**src/rtl/lcd_controller.sv**
```systemverilog
// Character-LCD write engine: power-up wait, fixed five-command init sequence, then
// one handshaked byte write at a time with SETUP -> PULSE -> HOLD -> WAIT panel timing.
module lcd_controller #(
  parameter int unsigned POWERUP_CYC = 750000,
  parameter int unsigned SETUP_CYC   = 4,
  parameter int unsigned EN_CYC      = 25,
  parameter int unsigned CMD_CYC     = 2500,
  parameter int unsigned CLR_CYC     = 100000
) (
  input  logic       CLOCK_50,
  input  logic       RST_N,
  input  logic       req,
  input  logic       req_rs,
  input  logic [7:0] req_data,
  output logic       ready,
  output logic       done,
  output logic       init_done,
  output logic       LCD_ON,
  output logic       LCD_BLON,
  output logic       LCD_RW,
  output logic       LCD_RS,
  output logic       LCD_EN,
  output logic [7:0] LCD_DATA
);

  localparam int unsigned P_PWR = (POWERUP_CYC == 0) ? 1 : POWERUP_CYC;
  localparam int unsigned P_SET = (SETUP_CYC == 0) ? 1 : SETUP_CYC;
  localparam int unsigned P_EN  = (EN_CYC == 0) ? 1 : EN_CYC;
  localparam int unsigned P_CMD = (CMD_CYC == 0) ? 1 : CMD_CYC;
  localparam int unsigned P_CLR = (CLR_CYC == 0) ? 1 : CLR_CYC;
  localparam int unsigned M1    = (P_PWR > P_CLR) ? P_PWR : P_CLR;
  localparam int unsigned M2    = (P_CMD > P_EN) ? P_CMD : P_EN;
  localparam int unsigned M3    = (M1 > M2) ? M1 : M2;
  localparam int unsigned P_MAX = (M3 > P_SET) ? M3 : P_SET;
  localparam int CW = ($clog2(P_MAX) > 20) ? $clog2(P_MAX) : 20;

  // Phases of N cycles load N-1 and advance when the counter reaches zero.
  localparam logic [CW-1:0] L_PWR = CW'(P_PWR - 1);
  localparam logic [CW-1:0] L_SET = CW'(P_SET - 1);
  localparam logic [CW-1:0] L_EN  = CW'(P_EN - 1);
  localparam logic [CW-1:0] L_CMD = CW'(P_CMD - 1);
  localparam logic [CW-1:0] L_CLR = CW'(P_CLR - 1);

  typedef enum logic [2:0] {
    S_PWRUP, S_INIT_LOAD, S_IDLE, S_SETUP, S_PULSE, S_HOLD, S_WAIT
  } state_t;

  state_t        r_state, w_state_nxt;
  logic [CW-1:0] r_cnt, w_cnt_nxt;
  logic [2:0]    r_step, w_step_nxt;
  logic          r_lcd_rs, w_rs_nxt;
  logic [7:0]    r_lcd_data, w_data_nxt;
  logic          r_lcd_en, w_en_nxt;
  logic          r_ready, w_ready_nxt;
  logic          r_done, w_done_nxt;
  logic          r_init_done, w_init_done_nxt;
  logic          w_cnt_zero;

  function automatic logic [7:0] init_cmd(input logic [2:0] idx);
    case (idx)
      3'd0:    return 8'h38;
      3'd1:    return 8'h0C;
      3'd2:    return 8'h01;
      3'd3:    return 8'h06;
      3'd4:    return 8'h80;
      default: return 8'h00;
    endcase
  endfunction

  // Clear-display and return-home need the long post-transfer wait.
  function automatic logic is_slow_cmd(input logic rs, input logic [7:0] data);
    return (rs == 1'b0) && ((data == 8'h01) || (data == 8'h02));
  endfunction

  assign w_cnt_zero = (r_cnt == {CW{1'b0}});

  // Next state, counter and next values of the registered outputs.
  always_comb begin
    w_state_nxt     = r_state;
    w_cnt_nxt       = w_cnt_zero ? r_cnt : (r_cnt - CW'(1));
    w_step_nxt      = r_step;
    w_rs_nxt        = r_lcd_rs;
    w_data_nxt      = r_lcd_data;
    w_init_done_nxt = r_init_done;
    case (r_state)
      S_PWRUP: begin
        if (w_cnt_zero) begin
          w_state_nxt = S_INIT_LOAD;
        end else begin
          w_state_nxt = S_PWRUP;
        end
      end
      S_INIT_LOAD: begin
        w_rs_nxt    = 1'b0;
        w_data_nxt  = init_cmd(r_step);
        w_state_nxt = S_SETUP;
        w_cnt_nxt   = L_SET;
      end
      S_IDLE: begin
        if (req) begin
          w_rs_nxt    = req_rs;
          w_data_nxt  = req_data;
          w_state_nxt = S_SETUP;
          w_cnt_nxt   = L_SET;
        end else begin
          w_state_nxt = S_IDLE;
        end
      end
      S_SETUP: begin
        if (w_cnt_zero) begin
          w_state_nxt = S_PULSE;
          w_cnt_nxt   = L_EN;
        end else begin
          w_state_nxt = S_SETUP;
        end
      end
      S_PULSE: begin
        if (w_cnt_zero) begin
          w_state_nxt = S_HOLD;
          w_cnt_nxt   = {CW{1'b0}};
        end else begin
          w_state_nxt = S_PULSE;
        end
      end
      S_HOLD: begin
        w_state_nxt = S_WAIT;
        w_cnt_nxt   = is_slow_cmd(r_lcd_rs, r_lcd_data) ? L_CLR : L_CMD;
      end
      S_WAIT: begin
        if (w_cnt_zero) begin
          if (r_init_done) begin
            w_state_nxt = S_IDLE;
          end else if (r_step == 3'd4) begin
            w_state_nxt     = S_IDLE;
            w_init_done_nxt = 1'b1;
          end else begin
            w_step_nxt  = r_step + 3'd1;
            w_state_nxt = S_INIT_LOAD;
          end
        end else begin
          w_state_nxt = S_WAIT;
        end
      end
      default: begin
        w_state_nxt = S_PWRUP;
        w_cnt_nxt   = L_PWR;
      end
    endcase
    w_en_nxt    = (w_state_nxt == S_PULSE);
    w_ready_nxt = (w_state_nxt == S_IDLE);
    w_done_nxt  = r_init_done && (w_state_nxt == S_WAIT) && (w_cnt_nxt == {CW{1'b0}});
  end

  // State register and registered outputs; reset restarts the whole init sequence.
  always_ff @(posedge CLOCK_50) begin
    if (!RST_N) begin
      r_state     <= S_PWRUP;
      r_cnt       <= L_PWR;
      r_step      <= 3'd0;
      r_lcd_rs    <= 1'b0;
      r_lcd_data  <= 8'h00;
      r_lcd_en    <= 1'b0;
      r_ready     <= 1'b0;
      r_done      <= 1'b0;
      r_init_done <= 1'b0;
    end else begin
      r_state     <= w_state_nxt;
      r_cnt       <= w_cnt_nxt;
      r_step      <= w_step_nxt;
      r_lcd_rs    <= w_rs_nxt;
      r_lcd_data  <= w_data_nxt;
      r_lcd_en    <= w_en_nxt;
      r_ready     <= w_ready_nxt;
      r_done      <= w_done_nxt;
      r_init_done <= w_init_done_nxt;
    end
  end

  assign ready     = r_ready;
  assign done      = r_done;
  assign init_done = r_init_done;
  assign LCD_ON    = 1'b1;
  assign LCD_BLON  = 1'b1;
  assign LCD_RW    = 1'b0;
  assign LCD_RS    = r_lcd_rs;
  assign LCD_EN    = r_lcd_en;
  assign LCD_DATA  = r_lcd_data;

endmodule

```
**config.mk**
```make
export PLATFORM = sky130hd
export DESIGN_NAME = lcd_controller
export DESIGN_NICKNAME = d
export VERILOG_FILES = /design/src/rtl/lcd_controller.sv
export SDC_FILE = /design/constraint.sdc
export NUM_CORES = 1
export LEC_CHECK = 0
export CORE_AREA = 2 2 75 77
export DETAILED_ROUTE_END_ITERATION = 16
export DIE_AREA = 0 0 77 79
export PLACE_DENSITY = 0.77
export SLEW_MARGIN = 20
export SYNTH_ARGS = -nofsm -noshare
export SYNTH_HDL_FRONTEND = slang
export SYNTH_SLANG_ARGS = --single-unit
```
**constraint.sdc**
```tcl
create_clock -name CLOCK_50 -period 3.8 [get_ports CLOCK_50]
set_clock_uncertainty 0.2 [all_clocks]
set_input_delay 0.76 -clock CLOCK_50 [delete_from_list [all_inputs] [get_ports CLOCK_50]]
set_output_delay 0.76 -clock CLOCK_50 [all_outputs]
set_load 0.02 [all_outputs]
```
==> reports/qor.yml <==
place:
  port_buffers: 24
  place_hpwl_um: 4360
  gp_congestion: 0.885
  post-place-ws_ps: 163
  dp.cells: 381
sta:
  setup_viol_count_final: 0
  timing.final.crit_share_pct: 96.4
  max_slew_margin_pct: 52.2
  timing.final.crit_period_ps: 3670
  finalMaxSlewViolations: 0
  finalHoldViolCount: 0
  max_freq_mhz: 273
  setup_tns_ps: 0
  worst_pin_slew_ps: 711
  worst_slack_ps: 135
clock_tree:
  post_cts_resize_count: 0
  cts_tree: "yes"
  cts_setup_buffers: 0
  cts_max_level: 2
  numCtsBuffers: 5
  hold_buffers: 0
  path_clk_slew_ps: 90
  clockRootBuffer: "clkbuf_8"
  clk_latency_ps: 300
  cts_sinks: 39
  clk_path_buf_depth: 2
grt:
  overflow: 0
  grt_max_degree: 24
  grt.total_usage_pct: 20.4
  antenna_found_initial: 0
  grt_pass1_vias: 2118
  grt_pass1_wl_um: 10000
final_layout:
  fin_nets: 335
  layout_common_cells: "dfxtp_1, nand2_1, clkdlybuf4s50_1"
  syn_to_final_growth_pct: 17.3
  postLayoutCoreUtil_pct: 51.1
  insertedDiodeCount: 0
  layout-drive-gt1-share_pct: 7.26
  nFillCells: 535
  stdcell_count: 389
synthesis:
  yosysSeqAreaShare_pct: 33.6
  synth_top_flop_cell: "dfxtp_1"
  postSynthAreaPerCell_um2: 7.99
  synth_edf_count: 0
  yosysWarnings: 0
  synthArstFlopShare_pct: 0
  ys_ff_latch: 39
  synth_cell_type_count: 58
  netlist_instances: 291
  synth_area_um2: 2330
critical_path:
  required_ps: 3820
  cp.arrival_ps: 3690
  crit_path_end_kind: "flop"
  crit_fanout: 6
  crit_chain: "or4_4, or2_1, or4_4, ha_1, nor2b_1, o21ai_0, nor4b_2, o2111a_1, and4b_1, nand4b_4, nor4b_2"
  critPathMaxStageDelay_ps: 600
  critPathBufInv: 0
  cpMaxStageDelayCell: "or4_4"
  cp-start-kind: "flop"
  worstSetupPathType: "reg -> reg"
  crit_family: "simple AND/OR/NAND/NOR gates"
die:
  fp-row-count: 27
  die_height_um: 79
  io_pins: 28
  die_w_um: 77
  dieArea_um2: 6080
  core-area_um2: 5340
  start_util_pct: 43.6
run:
  drv_cap: 0
power_and_ir_drop:
  ir_drop_v: 0.000368
  pwr_density_cell_nw_per_um2: 610
  p_total_w: 0.00166
  leakage_nw: 0.984
hold_path:
  hp-class: "reg -> reg"
detailed_routing:
  wire_per_inst_um: 15.4
  vias_per_cell: 5.65
  remaining_drc_errors: 0
  vias: 2196
  drt-initial-drc-count: 117
  drt-total-wl_um: 5980
  drtPass1Iterations: 5
  antenna_left: 0
outcome:
  outcome: "completed"
==> registers in the layout, summed over array words and instances, names as in the netlist <==
signal     cells
init_done      1
r_state        3
r_step         3
r_cnt         20
ready          1
LCD_EN         1
LCD_RS         1
done           1
LCD_DATA       8
==> metal layers <==
layer | track usage [%] | up-vias | share of wire (%)
met3 | 4.32 | 8 | 7.6
met2 | 35.0 | 102 | 47
met4 | 6.43 | 0 | 1.2
met5 | 0 | - | 0
li1 | - | 1087 | -
met1 | 25.8 | 999 | 44
==> worst min-delay path: cells and delay by family, from the launching register on <==
| kind | cells | cell delay (ps) |
|---|---|---|
| AO/OA/AOI/OAI | 1 | 60 |
| AND/OR/NAND/NOR | 1 | 50 |
| flip-flops | 1 | 340 |
==> worst paths after layout <==
kind / start / end / slack [ps] / cells after the start
worst max-delay path: r_cnt[5] / done / 130 / 11
worst min-delay path: LCD_DATA[6] / LCD_DATA[6] / 290 / 2
worst max register to register: r_cnt[5] / done / 130 / 11
worst min register to register: LCD_DATA[6] / LCD_DATA[6] / 290 / 2
==> through the flow <==
stage,instance area (µm²),hold WS (ps)
2_1_floorplan,2330,270
3_3_place_gp,2630,284
3_5_place_dp,2630,281
4_1_cts,2720,296
5_1_grt,2730,348
6_report,2730,292
==> cell type report <==
class / instances / area (µm²) / area share, %
Multi-Input combinational cell: 233 / 1450 / 53.3
Sequential cell: 39 / 781 / 28.6
Timing Repair Buffer: 30 / 285 / 10.5
Tap cell: 72 / 90.1 / 3.30
Clock buffer: 5 / 68.8 / 2.52
Inverter: 7 / 26.3 / 0.963
Clock inverter: 3 / 23.8 / 0.871
==> cell usage after synthesis (6+ instances only) <==
| master | n | area share, % |
|---|---|---|
| dfxtp_1 | 39 | 34 |
| xor2_1 | 10 | 3.8 |
| nand3_1 | 8 | 1.7 |
| nor3_1 | 10 | 2.2 |
| clkbuf_1 | 7 | 1.1 |
| ha_1 | 7 | 3.8 |
| a31oi_1 | 6 | 1.6 |
| o21ai_0 | 20 | 4.3 |
| nand2_1 | 39 | 6.3 |
| o21ai_1 | 9 | 1.9 |
| inv_1 | 7 | 1.1 |
| nor2b_1 | 6 | 1.6 |
| nor2_1 | 21 | 3.4 |
| a21oi_1 | 15 | 3.2 |
==> cells by family after synthesis <==
| group | count (synthesis) | share of synthesized area, % |
|---|---|---|
| buf+inv | 20 | 4.36 |
| xor+xnor | 15 | 5.65 |
| mux | 2 | 0.861 |
| flops | 39 | 33.6 |
| other cells | 2 | 0.323 |
| fa+ha+maj | 7 | 3.77 |
| compound gates | 81 | 22.1 |
| simple gates | 125 | 29.4 |
==> power breakdown <==
group          internal [W]  leakage [nW]  switching (W)
logic              0.000296         0.625       0.000388
clock network      0.000131        0.0408       0.000166
registers          0.000523         0.319       0.000159
No activity file was read; power rests on OpenSTA's default activity.
